==> src/rtl/div_seq.sv <==
// rtl/div_seq.sv - multi-cycle DIV/DIVU sequencer for the execute stage
// 32-step restoring divide on magnitudes, sign fix-up at the end, abortable by annulE.
module div_seq (
  input  logic        clk,
  input  logic        resetn,
  input  logic        startE,
  input  logic        signedE,
  input  logic [31:0] opaE,
  input  logic [31:0] opbE,
  input  logic        annulE,
  input  logic        stall_otherE,
  output logic        stall_divE,
  output logic        div_doneE,
  output logic [31:0] quotientE,
  output logic [31:0] remainderE
);

  typedef enum logic [2:0] {IDLE, PREP, RUN, FIX, DONE} state_t;

  state_t      state;
  logic [4:0]  stepCnt;
  logic [63:0] acc;
  logic [31:0] aReg;
  logic [31:0] bReg;
  logic [31:0] absB;
  logic        signReg;
  logic        sq;
  logic        sr;

  logic [31:0] absA;
  logic [31:0] absBNext;
  logic [32:0] shiftHi;
  logic [32:0] diff;
  logic        geB;
  logic [31:0] quotFix;
  logic [31:0] remFix;

  assign absA     = (signReg && aReg[31]) ? (32'd0 - aReg) : aReg;
  assign absBNext = (signReg && bReg[31]) ? (32'd0 - bReg) : bReg;

  // Shifted partial remainder needs 33 bits: it can reach 2*|b|-1 with |b| up to 2^31.
  assign shiftHi = acc[63:31];
  assign diff    = shiftHi - {1'b0, absB};
  assign geB     = shiftHi >= {1'b0, absB};

  assign quotFix = sq ? (32'd0 - acc[31:0]) : acc[31:0];
  assign remFix  = sr ? (32'd0 - acc[63:32]) : acc[63:32];

  // resetn is folded in so both handshakes drop the instant reset asserts.
  assign stall_divE = resetn & startE & ~annulE & (state != DONE);
  assign div_doneE  = resetn & ~annulE & (state == DONE);

  always_ff @(posedge clk or negedge resetn) begin
    if (!resetn) begin
      state      <= IDLE;
      stepCnt    <= 5'd0;
      acc        <= 64'd0;
      aReg       <= 32'd0;
      bReg       <= 32'd0;
      absB       <= 32'd0;
      signReg    <= 1'b0;
      sq         <= 1'b0;
      sr         <= 1'b0;
      quotientE  <= 32'd0;
      remainderE <= 32'd0;
    end else if (annulE) begin
      state <= IDLE;
    end else begin
      case (state)
        IDLE: begin
          if (startE) begin
            aReg    <= opaE;
            bReg    <= opbE;
            signReg <= signedE;
            state   <= PREP;
          end
        end
        PREP: begin
          sq      <= signReg & (aReg[31] ^ bReg[31]);
          sr      <= signReg & aReg[31];
          acc     <= {32'd0, absA};
          absB    <= absBNext;
          stepCnt <= 5'd0;
          state   <= RUN;
        end
        RUN: begin
          if (geB) acc <= {diff[31:0], acc[30:0], 1'b1};
          else     acc <= {acc[62:0], 1'b0};
          stepCnt <= stepCnt + 5'd1;
          if (stepCnt == 5'd31) state <= FIX;
        end
        FIX: begin
          // Divide by zero reports all-ones and the raw dividend, whatever the signedness.
          if (bReg == 32'd0) begin
            quotientE  <= 32'hFFFF_FFFF;
            remainderE <= aReg;
          end else begin
            quotientE  <= quotFix;
            remainderE <= remFix;
          end
          state <= DONE;
        end
        DONE: begin
          if (!stall_otherE) state <= IDLE;
        end
        default: state <= IDLE;
      endcase
    end
  end

endmodule

==> config.mk <==
export PLATFORM = sky130hd
export DESIGN_NAME = div_seq
export DESIGN_NICKNAME = d
export VERILOG_FILES = /design/src/rtl/div_seq.sv
export SDC_FILE = /design/constraint.sdc
export NUM_CORES = 1
export LEC_CHECK = 0
export CAP_MARGIN = 15
export CORE_UTILIZATION = 31
export CTS_BUF_LIST = sky130_fd_sc_hd__clkbuf_16
export CTS_CLUSTER_DIAMETER = 200
export DETAILED_ROUTE_END_ITERATION = 8
export GPL_TIMING_DRIVEN = 0
export PLACE_DENSITY = 0.47
export SLEW_MARGIN = 20
export SYNTH_ARGS = -nofsm -noshare
export SYNTH_HDL_FRONTEND = slang
export SYNTH_SLANG_ARGS = --single-unit
==> constraint.sdc <==
create_clock -name clk -period 3.4 [get_ports clk]
set_clock_uncertainty 0.15 [all_clocks]
set_input_delay 0.68 -clock clk [delete_from_list [all_inputs] [get_ports clk]]
set_output_delay 0.68 -clock clk [all_outputs]
set_load 0.005 [all_outputs]
Yosys cells after proc, flatten, opt, wreduce, memory -nomap -nowiden

Cells that the tools add are included.

Add/subtract/negate cells: 6
$lt $le $gt $ge: 1
Equal/unequal tests: 9
Muxes and demuxes: 14
Bitwise logic cells: 9
Reduce and logical (&&, ||, !) cells: 10

Operators with widths:

| kind                  | number |
|---|---|
| $mux 32               | 6 |
| $pmux 64 s2           | 1 |
| $sub 1x32->32 const A | 4 |
| $mux 64               | 1 |
| $ge 33x32->1          | 1 |
| $logic_not 32->1      | 1 |
| $sub 32x32->32        | 1 |
| $pmux 3 s5            | 1 |
| $mux 3                | 4 |
| $ne 3x3->1 const B    | 4 |
| $pmux 5 s2            | 1 |
| $and 1x1->1           | 7 |
| $eq 3x2->1 const B    | 2 |
| $reduce_and 2->1      | 3 |
| $reduce_and 3->1      | 2 |
| $add 5x1->5 const B   | 1 |
| $eq 5x5->1 const B    | 1 |
| $eq 3x1->1 const B    | 1 |
| $eq 3x3->1 const B    | 1 |
| $logic_not 3->1       | 1 |
| $logic_and 1x1->1     | 2 |
| $reduce_bool 2->1     | 1 |
| $not 1->1             | 1 |
| $xor 1x1->1           | 1 |

Flip-flop bits (word level): 235

Depth between registers and ports, before layout

Gate-level depths: netlist of the first run.

Depth after elaboration: 4
Gate-level depth with buffers: 14
Gate-level depth less buffers: 13

Least setup slack after synthesis of the first run

Ideal clock, no wire load.

Path kind: register to register
Start point: reg acc[37]
End point: reg acc[0]
Arrival: 2,841 ps
Required time: 3,105 ps
Setup slack: 263 ps
Cell stages (with the launch flop): 14
Buffers on the path: 3
Cell sequence: dfrtp_1 ha_1 clkbuf_1 a211o_1 a21oi_1 nor4b_1 o21ai_1 nand2_1 o41ai_1 a211o_1 buf_2 buf_2 nand2_1 o221ai_1

Cells in the longest elaborated chain, start to end: 3

Ends and longest elaborated chain:

| element                | RTL line | source |
|---|---|---|
| start, declared        | 22       | `logic [63:0] acc;` |
| start signal, assigned | 81       | `acc <= {32'd0, absA};` |
| start signal, assigned | 87       | `if (geB) acc <= {diff[31:0], acc[30:0], 1'b1};` |
| start signal, assigned | 88       | `else acc <= {acc[62:0], 1'b0};` |
| $ge 33x32->1           | 44       | `assign geB = shiftHi >= {1'b0, absB};` |
| $mux 64                | 87       |  |
| $pmux 64 s2            | 69       | `case (state)` |

No other way between the ends.
A chain may end at the register's enable or synchronous reset.

Worst setup path after layout of the first run

Start point: reg acc[31]
End point: reg acc[60]

Cells in the longest elaborated chain, start to end: 3
Elaborated cells on any way between the ends: 4
Those cells by class: 1 x add/sub; 1 x order compare; 2 x mux

Ends and longest elaborated chain:

| element                                               | RTL line |
|---|---|
| $sub 32x32->32 / $ge 33x32->1 (equally long branches) | 43, 44 |
| $mux 64 (*)                                           | 87 |
| $pmux 64 s2 (*)                                       | 69 |

Mark *: on every way between the ends. The rest lies on a longest branch, timed or not.

==> results of run 1 <==
-- sequential cells by signal (all words and copies together) (netlist names) --
signal      count
sq              1
state           3
absB           32
sr              1
quotientE      32
remainderE     32
bReg           32
acc            64
signReg         1
aReg           32
stepCnt         5
-- worst min-delay path, stage by stage (launching register included) --
cell     delay [ps]
dfrtp_1         340
nand2_1          50
o21ai_0          60
-- per-layer routing --
layer | vias to the layer above | wire length, um
li1 | 5756 | -
met1 | 5501 | 18800
met2 | 237 | 20600
met3 | 69 | 1460
met4 | 0 | 1420
met5 | - | 0
-- timing repair --
item | CTS | global route
resized for setup | 24 | 28
hold endpoints to repair | 54 | 0
hold buffers | 2 | 0
pin swaps | 5 | 8
setup endpoints to repair | 97 | 67
setup buffers | 4 | 2
-- logic make-up (layout without fill, tap and decap cells) --
group                      after synthesis  count (layout)
xor gates and xnor gates               144             144
AOI/OAI and AO/OA                      428             428
buffers and inverters                  146             334
muxes                                   93              93
and+or+nand+nor                        441             441
adders and majority gates               39              39
DFF                                    235             235
-- layout make-up --
class                      instances  area [um2]
fill                            4589       26900
multi-input combinational       1145        7580
sequential                       235        5880
timing repair buffer             145        1490
tap                              592         741
clock buffer                      29         726
buffer                            83         338
clock inverter                    23         241
inverter                          54         205
-- stage by stage --
step                std cells  power, W  hold WS (ps)  area, um2
finish                   2306    0.0172           326      17200
global route             2306    0.0187           344      17200
CTS                      2309    0.0172           333      17100
detailed placement       2255    0.0137           321      16000
global placement         2253    0.0136           317      15900
floorplan                1526    0.0109           234      13800
-- final timing paths --
kind                       slack (ps)                  from  depth (start not counted)                   end
max                               150   acc[31]$_DFFE_PN0P_                         13   acc[60]$_DFFE_PN0P_
min                               330  absB[18]$_DFFE_PN0P_                          2  absB[18]$_DFFE_PN0P_
max reg2reg                       150   acc[31]$_DFFE_PN0P_                         13   acc[60]$_DFFE_PN0P_
min reg2reg                       330  absB[18]$_DFFE_PN0P_                          2  absB[18]$_DFFE_PN0P_
max in group asynchronous        1890                resetn                          3  absB[22]$_DFFE_PN0P_
min in group asynchronous         450                resetn                          2   acc[31]$_DFFE_PN0P_
-- power groups by stage --
stage,Sequential [W],Clock [W],Combinational (W)
CTS,0.00515,0.00324,0.00882
finish,0.00517,0.00315,0.00890
floorplan,0.00474,0,0.00615
detailed placement,0.00519,0,0.00851
global route,0.00535,0.00335,0.00998
global placement,0.00517,0,0.00844
-- layout by cell type (no fill, tap or decap), types with 9 or more instances in the layout --
| master | instances |
|---|---|
| clkbuf_16 | 29 |
| nand3_1 | 44 |
| o31ai_1 | 26 |
| mux2_2 | 66 |
| ha_1 | 33 |
| nor2b_1 | 10 |
| inv_1 | 57 |
| o21ai_0 | 147 |
| o21ai_1 | 56 |
| nor3_1 | 15 |
| xor2_1 | 78 |
| clkdlybuf4s50_1 | 134 |
| nand2_1 | 178 |
| or3_1 | 18 |
| o41ai_1 | 12 |
| a21oi_1 | 88 |
| clkbuf_1 | 66 |
| mux2i_1 | 27 |
| o22a_1 | 15 |
| nor2_1 | 100 |
| xnor2_1 | 66 |
| dfrtp_1 | 232 |
| nand4_1 | 9 |
| a31oi_1 | 27 |
| buf_4 | 10 |
==> impl_metrics.env, run 1 <==
export IMPL_cp_data_required_time_ps=3670
export IMPL_maxCapViolations=0
export IMPL_fin_crit_ps=3250
export IMPL_synthMuxAreaShare_pct=7.33
export IMPL_p_switching_w=0.00732
export IMPL_dpl_worst_slack_ps=-841
export IMPL_timing_slew_headroom_pct=33.0
export IMPL_dp_hpwl_mm=32.5
export IMPL_critPathMaxFanout=3
export IMPL_peakVddDrop_v=0.000440
export IMPL_nNetsFinal=1802
export IMPL_worst_pin_slew_ps=1010
export IMPL_setup_slack_ps=150
export IMPL_powerDensity_nw_per_um2=1000
export IMPL_power_frac_seq_pct=30.0
export IMPL_grt_pass1_wl_mm=66.6
export IMPL_top_usage_layer="met2"
export IMPL_synth_top_cell_by_area="dfrtp_1"
export IMPL_setup_viol=0
export IMPL_drive_gt1_share_pct=10.4
export IMPL_clockBufferDepth=3
export IMPL_start_kind="register"
export IMPL_slowest_stage="a221o_1"
export IMPL_slowest_delay_ps=410
export IMPL_synthTopCellsByArea="dfrtp_1, mux2_2, o21ai_0, xor2_1, nand2_1"
export IMPL_leakage_nw=7.13
export IMPL_io_buffers=135
export IMPL_die_w_um=213
export IMPL_ys_async_sr_fraction_pct=100
export IMPL_post_route_period_util_pct=95.6
export IMPL_pwr_share_clk_pct=18.3
export IMPL_drc=0
export IMPL_synthTopCellsByCount="dfrtp_1, nand2_1, o21ai_0"
export IMPL_initialDrtViolationCount=546
export IMPL_overflow=0
export IMPL_synthAdderAreaFrac_pct=3.58
export IMPL_grt_max_degree=95
export IMPL_ioPinCount=136
export IMPL_die_y_um=213
export IMPL_fp_coreArea_um2=44100
export IMPL_totalWireLength_mm=42.3
export IMPL_clock_sinks=235
export IMPL_synth_distinct_cells=65
export IMPL_max_freq_mhz=308
export IMPL_synth_xor_area_share_pct=9.12
export IMPL_comb_power_share_pct=51.7
export IMPL_syn_nets=1635
export IMPL_vias=11563
export IMPL_status="completed"
export IMPL_cts_max_level=1
export IMPL_grtUsageMet1_pct=23.9
export IMPL_yosysTopAreaCellShare_pct=42.5
export IMPL_synth_compound_area_share_pct=18.3
export IMPL_worstSkewPairLatency_ps=580
export IMPL_grt_pass1_vias=11708
export IMPL_dieArea_um2=45500
export IMPL_synth_seq_cells=235
export IMPL_p_int_w=0.00991
export IMPL_num_rows=77
export IMPL_synth_main_ff_cell="dfrtp_1"
export IMPL_met3_usage_pct=2.28
export IMPL_antenna_found_initial=1
export IMPL_start_util_pct=31.3
export IMPL_hold_viol=0
export IMPL_dr_pass1_iters=5
export IMPL_syn_inst=1526
export IMPL_cts_buffers=29
export IMPL_slew_violations=0
export IMPL_crit_chain="inv_4 -> ha_4 -> inv_1 -> fa_2 -> a21oi_4 -> o2111ai_4 -> o211ai_1 -> nand3_1 -> a221o_1 -> a211oi_2 -> xnor2_1 -> mux2i_1 -> o21ai_1"
export IMPL_min_path_type="register to register"
export IMPL_rsz0062_at_grt="no"
export IMPL_path_delay_family="compound AO/OA/AOI/OAI gates"
export IMPL_synth_area_per_cell_um2=9.06
export IMPL_grt_use_met2_pct=33.1
export IMPL_fin_util_pct=39.0
export IMPL_grt_total_usage_pct=18.9
export IMPL_synth_most_common_cell="dfrtp_1"
export IMPL_synth_edff_count=0
export IMPL_cp_arrival_ps=3520
export IMPL_cts_root_buf="clkbuf_16"
export IMPL_swShare_pct=42.5
export IMPL_end_kind="register"
export IMPL_critPathKind="register to register"
export IMPL_viasPerCell=5.01
export IMPL_tritoncts="done"
export IMPL_ant_nets=0
export IMPL_clkTransAtPathRegs_ps=60
export IMPL_area_growth_pct=24.4
export IMPL_ys_warn_count=0
export IMPL_wl_per_cell_um=18.3
export IMPL_syn_area_um2=13800
export IMPL_gp_congestion=0.879
export IMPL_antenna_cells=0
export IMPL_crit_buf_inv=2
export IMPL_synth_top_family_by_area="compound AO/OA/AOI/OAI gates"
export IMPL_synth_simple_area_share_pct=15.1
export IMPL_ys_seq_area_share_pct=42.5
export IMPL_finalSetupTns_ps=0
(Power assumes the default switching activity.)
==> run 2, diff against run 1 <==
--- a/config.mk
+++ b/config.mk
@@ -6,12 +6,14 @@
 export NUM_CORES = 1
 export LEC_CHECK = 0
 export CAP_MARGIN = 15
+export CORE_MARGIN = 3
 export CORE_UTILIZATION = 31
 export CTS_BUF_LIST = sky130_fd_sc_hd__clkbuf_16
 export CTS_CLUSTER_DIAMETER = 200
 export DETAILED_ROUTE_END_ITERATION = 8
+export DONT_BUFFER_PORTS = 1
 export GPL_TIMING_DRIVEN = 0
-export PLACE_DENSITY = 0.47
+export PLACE_DENSITY = 0.43
 export SLEW_MARGIN = 20
 export SYNTH_ARGS = -nofsm -noshare
 export SYNTH_HDL_FRONTEND = slang
==> constraint.sdc (replaced) <==
create_clock -name clk -period 3.4 [get_ports clk]
set_clock_uncertainty 0.15 [all_clocks]
set_input_delay 0.68 -clock clk [delete_from_list [all_inputs] [get_ports clk]]
set_output_delay 0.68 -clock clk [all_outputs]
set_load 0.05 [all_outputs]
==> impl_metrics.env, run 2 (synthesized netlist as in run 1, its figures left out) <==
export IMPL_slew_violations=0
export IMPL_worstSkewPairLatency_ps=570
export IMPL_vias=11103
export IMPL_regMostFlops="acc"
export IMPL_nNetsFinal=1665
export IMPL_cp_common_cell="buf_4"
export IMPL_status="finished, violations left"
export IMPL_grt_pass1_wl_mm=67.9
export IMPL_min_path_type="input port to asynchronous set/reset pin"
export IMPL_num_rows=76
export IMPL_crit_buf_inv=2
export IMPL_whs_ps=-346
export IMPL_postCtsHoldBufs=1
export IMPL_fin_crit_ps=3260
export IMPL_dpl_worst_slack_ps=-891
export IMPL_grt_max_degree=238
export IMPL_drive_gt1_share_pct=11.1
export IMPL_wl_per_cell_um=20.0
export IMPL_hold_viol=235
export IMPL_n_fill_cell=4614
export IMPL_totalWireLength_mm=43.3
export IMPL_crit_chain="ha_2 -> a21oi_1 -> o21ai_0 -> nor3_1 -> o21ai_2 -> nand2_2 -> o41ai_4 -> a211o_1 -> buf_4 -> buf_4 -> o21a_1 -> o31ai_1"
export IMPL_cts_buffers=29
export IMPL_slowest_stage="dfrtp_1"
export IMPL_start_util_pct=31.8
export IMPL_grt_pass1_vias=11346
export IMPL_dp_hpwl_mm=33.1
export IMPL_end_kind="register"
export IMPL_start_kind="register"
export IMPL_placed_cells=2111
export IMPL_drc=0
export IMPL_ant_nets=0
export IMPL_clockBufferDepth=3
export IMPL_rsz0062_at_grt="yes"
export IMPL_dieArea_um2=47200
export IMPL_path_delay_family="compound AO/OA/AOI/OAI gates"
export IMPL_powerDensity_nw_per_um2=1110
export IMPL_worst_pin_slew_ps=1040
export IMPL_fp_coreArea_um2=43600
export IMPL_die_w_um=217
export IMPL_finalNonFillerCells=2159
export IMPL_final_common_cell="dfrtp_1"
export IMPL_io_buffers=0
export IMPL_tritoncts="done"
export IMPL_initialDrtViolationCount=465
export IMPL_grt_total_usage_pct=18.2
export IMPL_area_growth_pct=13.3
export IMPL_antenna_found_initial=0
export IMPL_slowest_delay_ps=540
export IMPL_post_route_period_util_pct=95.9
export IMPL_peakVddDrop_v=0.000498
export IMPL_finalSetupTns_ps=0
export IMPL_regToRegSetupSlack_ps=140
export IMPL_viasPerCell=5.14
export IMPL_timing_slew_headroom_pct=30.5
export IMPL_setup_viol=0
export IMPL_max_freq_mhz=307
export IMPL_maxCapViolations=0
export IMPL_final_cell_mix="dfrtp_1, nand2_1, o21ai_0"
export IMPL_critPathKind="register to register"
export IMPL_cp_data_required_time_ps=3710
export IMPL_critPathMaxFanout=10
export IMPL_leakage_nw=6.54
export IMPL_overflow=0
export IMPL_cts_max_level=1
export IMPL_die_y_um=217
export IMPL_largest_reg_flops=64
export IMPL_antenna_cells=0
export IMPL_setup_slack_ps=141
export IMPL_ioPinCount=136
export IMPL_gp_congestion=0.852
export IMPL_fin_util_pct=36.0
export IMPL_cp_arrival_ps=3570
export IMPL_dr_pass1_iters=4
export IMPL_power_w=0.0174
export IMPL_clock_sinks=235
export IMPL_cts_root_buf="clkbuf_16"
export IMPL_violations="hold timing"
export IMPL_clkTransAtPathRegs_ps=60
[run 2: cell count changes in the layout (fill, tap and decap cells not counted), sizes merged]
cell and delta:
clkbuf -4, clkinv +3, clkinvlp -2, bufinv -4, clkdlybuf4s50 -134, buf +1
[run 2: layout make-up]
type | count | area, um2 | area share (%)
Clock buffer | 29 | 726 | 4.63
Tap cell | 585 | 732 | 4.67
Clock inverter | 20 | 111 | 0.710
Buffer | 79 | 317 | 2.02
Inverter | 54 | 206 | 1.32
Timing Repair Buffer | 12 | 92.6 | 0.591
Multi-Input combinational cell | 1145 | 7600 | 48.5
Sequential cell | 235 | 5880 | 37.5
[run 2: path summary, 6_finish.rpt]
kind	from	end	cells after the start
max	acc[43]$_DFFE_PN0P_	acc[62]$_DFFE_PN0P_	12
min	resetn	aReg[10]$_DFFE_PN0P_	0
max reg2reg	acc[43]$_DFFE_PN0P_	acc[62]$_DFFE_PN0P_	12
min reg2reg	absB[11]$_DFFE_PN0P_	absB[11]$_DFFE_PN0P_	2
max in group asynchronous	resetn	absB[26]$_DFFE_PN0P_	0
min in group clk	opaE[29]	aReg[29]$_DFFE_PN0P_	1
[run 2: power by group]
part / internal, W / switching (W) / leakage, nW / total (W)
registers: 0.00381 / 0.00253 / 2.92 / 0.00634
logic: 0.00364 / 0.00461 / 3.19 / 0.00825
clock network: 0.00160 / 0.00121 / 0.432 / 0.00281
[run 2: metrics by stage]
stage	cell area (um2)	hold slack, ps
after floorplan	13800	234
after global placement	14600	252
after detailed placement	14600	247
after CTS	15600	-370
after global routing	15700	-373
final	15700	-346
[run 2: metal layers]
metal / global-route usage (%) / wire, um / part of all wire, % / vias to the layer above
li1: - / - / - / 5470
met1: 23.4 / 19400 / 45 / 5381
met2: 31.6 / 21200 / 49 / 189
met3: 2.85 / 1410 / 3.3 / 63
met4: 5.28 / 1320 / 3.0 / 0
met5: 0 / 0 / 0 / -
[run 2: timing repair]
| item | in CTS | in global routing |
|---|---|---|
| buffers inserted | 5 | 6 |
| resized for setup | 25 | 27 |
| endpoints found under the setup margin | 97 | 63 |
| pin swaps | 4 | 12 |
| hold endpoints to repair | 236 | 235 |
==> run 3, diff against run 2 <==
--- a/config.mk
+++ b/config.mk
@@ -13,7 +13,6 @@
 export DETAILED_ROUTE_END_ITERATION = 8
 export DONT_BUFFER_PORTS = 1
 export GPL_TIMING_DRIVEN = 0
-export PLACE_DENSITY = 0.43
 export SLEW_MARGIN = 20
 export SYNTH_ARGS = -nofsm -noshare
 export SYNTH_HDL_FRONTEND = slang
==> impl_metrics.env, run 3 (synthesized netlist as in run 1, its figures left out) <==
export IMPL_status="finished, violations left"
export IMPL_violations="hold timing"
export IMPL_critPathMaxFanout=3
export IMPL_ant_nets=0
export IMPL_antenna_found_initial=4
export IMPL_cp_data_required_time_ps=3660
export IMPL_nNetsFinal=1664
export IMPL_gp_congestion=0.881
export IMPL_start_kind="register"
export IMPL_drc=0
export IMPL_post_route_period_util_pct=96.9
export IMPL_overflow=0
export IMPL_dp_hpwl_mm=31.2
export IMPL_worst_pin_slew_ps=875
export IMPL_totalWireLength_mm=40.1
export IMPL_multi_input_area_um2=7520
export IMPL_slowest_delay_ps=420
export IMPL_dieArea_um2=47200
export IMPL_viasPerCell=5.22
export IMPL_fin_util_pct=35.8
export IMPL_final_cell_mix="dfrtp_1, nand2_1, o21ai_0"
export IMPL_dpl_worst_slack_ps=-623
export IMPL_hold_viol=235
export IMPL_min_path_type="input port to asynchronous set/reset pin"
export IMPL_cts_buffers=27
export IMPL_grt_total_usage_pct=16.7
export IMPL_final_common_cell="dfrtp_1"
export IMPL_clkTransAtPathRegs_ps=60
export IMPL_post_dp_cell_area_um2=14600
export IMPL_crit_chain="inv_4 -> ha_4 -> inv_2 -> fa_2 -> a21oi_2 -> o2111ai_2 -> o211ai_1 -> nand3_1 -> a221o_1 -> a211oi_2 -> xnor2_1 -> mux2i_1 -> o21ai_1"
export IMPL_powerDensity_nw_per_um2=1100
export IMPL_n_fill_cell=4545
export IMPL_timing_slew_headroom_pct=41.7
export IMPL_die_y_um=217
export IMPL_regMostFlops="acc"
export IMPL_whs_ps=-331
export IMPL_crit_buf_inv=2
export IMPL_slew_violations=0
export IMPL_setup_viol=0
export IMPL_initialDrtViolationCount=744
export IMPL_maxCapViolations=0
export IMPL_ff_latch_area_um2=5880
export IMPL_wl_per_cell_um=18.6
export IMPL_max_freq_mhz=304
export IMPL_drive_gt1_share_pct=10.5
export IMPL_critPathKind="register to register"
export IMPL_io_buffers=0
export IMPL_peakVddDrop_v=0.000483
export IMPL_slowest_stage="dfrtp_1"
export IMPL_cp_arrival_ps=3550
export IMPL_end_kind="register"
export IMPL_start_util_pct=31.8
export IMPL_grt_pass1_vias=11100
export IMPL_setup_slack_ps=107
export IMPL_leakage_nw=6.51
export IMPL_vias=11274
export IMPL_fin_crit_ps=3290
export IMPL_cts_max_level=1
export IMPL_tritoncts="done"
export IMPL_clockBufferDepth=3
export IMPL_area_growth_pct=12.8
export IMPL_fp_coreArea_um2=43600
export IMPL_path_delay_family="compound AO/OA/AOI/OAI gates"
export IMPL_clock_sinks=235
export IMPL_ioPinCount=136
export IMPL_worstSkewPairLatency_ps=560
export IMPL_largest_reg_flops=64
export IMPL_num_rows=76
export IMPL_cts_root_buf="clkbuf_16"
export IMPL_dr_pass1_iters=4
export IMPL_grt_max_degree=238
export IMPL_fin_area_um2=15600
export IMPL_grt_pass1_wl_mm=62.9
export IMPL_die_w_um=217
export IMPL_finalSetupTns_ps=0
## run 3: cell count changes in the layout (fill, tap and decap cells not counted), sizes merged
cell | before | now
clkbuf | 97 | 100
bufinv | 1 | 3
inv | 59 | 61
buf | 22 | 19
diode | 0 | 1
dlygate4sd3 | 1 | 0
clkinv | 13 | 11
## run 3: path summary, 6_finish.rpt
check,to,cells after the start,slack (ps),start
max,acc[60]$_DFFE_PN0P_,13,110,acc[31]$_DFFE_PN0P_
min,quotientE[3]$_DFFE_PN0P_,0,-330,resetn
max reg2reg,acc[60]$_DFFE_PN0P_,13,110,acc[31]$_DFFE_PN0P_
min reg2reg,absB[10]$_DFFE_PN0P_,2,330,absB[10]$_DFFE_PN0P_
max in group asynchronous,bReg[30]$_DFFE_PN0P_,0,2960,resetn
min in group clk,state[2]$_DFFE_PN0P_,1,30,annulE
## run 3: metrics by stage
step | power [W] | std cells
floorplan | 0.0120 | 1526
global placement | 0.0138 | 2111
detailed placement | 0.0140 | 2111
CTS | 0.0171 | 2162
global route | 0.0185 | 2161
finish | 0.0171 | 2161
## run 3: repair_timing
item / CTS / global route
endpoints found under the setup margin: 97 / 85
resized for setup: 17 / 21
pin swaps: 3 / 10
setup buffers: 3 / 5
endpoints found under the hold margin: 235 / 235
## run 3: layout make-up
cell class | count | share of cell area [%]
clock inverter | 22 | 1.23
multi-input combinational | 1145 | 48.2
buffer | 84 | 2.16
inverter | 54 | 1.32
clock buffer | 27 | 4.33
tap | 585 | 4.69
timing repair buffer | 8 | 0.385
antenna | 1 | 0.0160
sequential | 235 | 37.7
## run 3: layer usage
layer / up-vias / share of wire (%) / GRT usage [%]
met5: - / 0.057 / 0
met2: 275 / 47 / 27.6
li1: 5494 / - / -
met3: 71 / 7.0 / 4.19
met1: 5430 / 43 / 21.5
met4: 4 / 3.1 / 5.18
## run 3: power breakdown
group	switching, W	total [W]	leakage (nW)	internal, W
logic	0.00439	0.00792	3.15	0.00353
clock network	0.00117	0.00285	0.442	0.00167
registers	0.00257	0.00637	2.92	0.00381
## run 3: worst register-to-register path, cell delays in order, from the launching register on
cell and delay (ps):
dfrtp_1 420, inv_4 120, ha_4 150, inv_2 40
fa_2 370, a21oi_2 210, o2111ai_2 180, o211ai_1 310
nand3_1 190, a221o_1 410, a211oi_2 270, xnor2_1 110
mux2i_1 140, o21ai_1 70
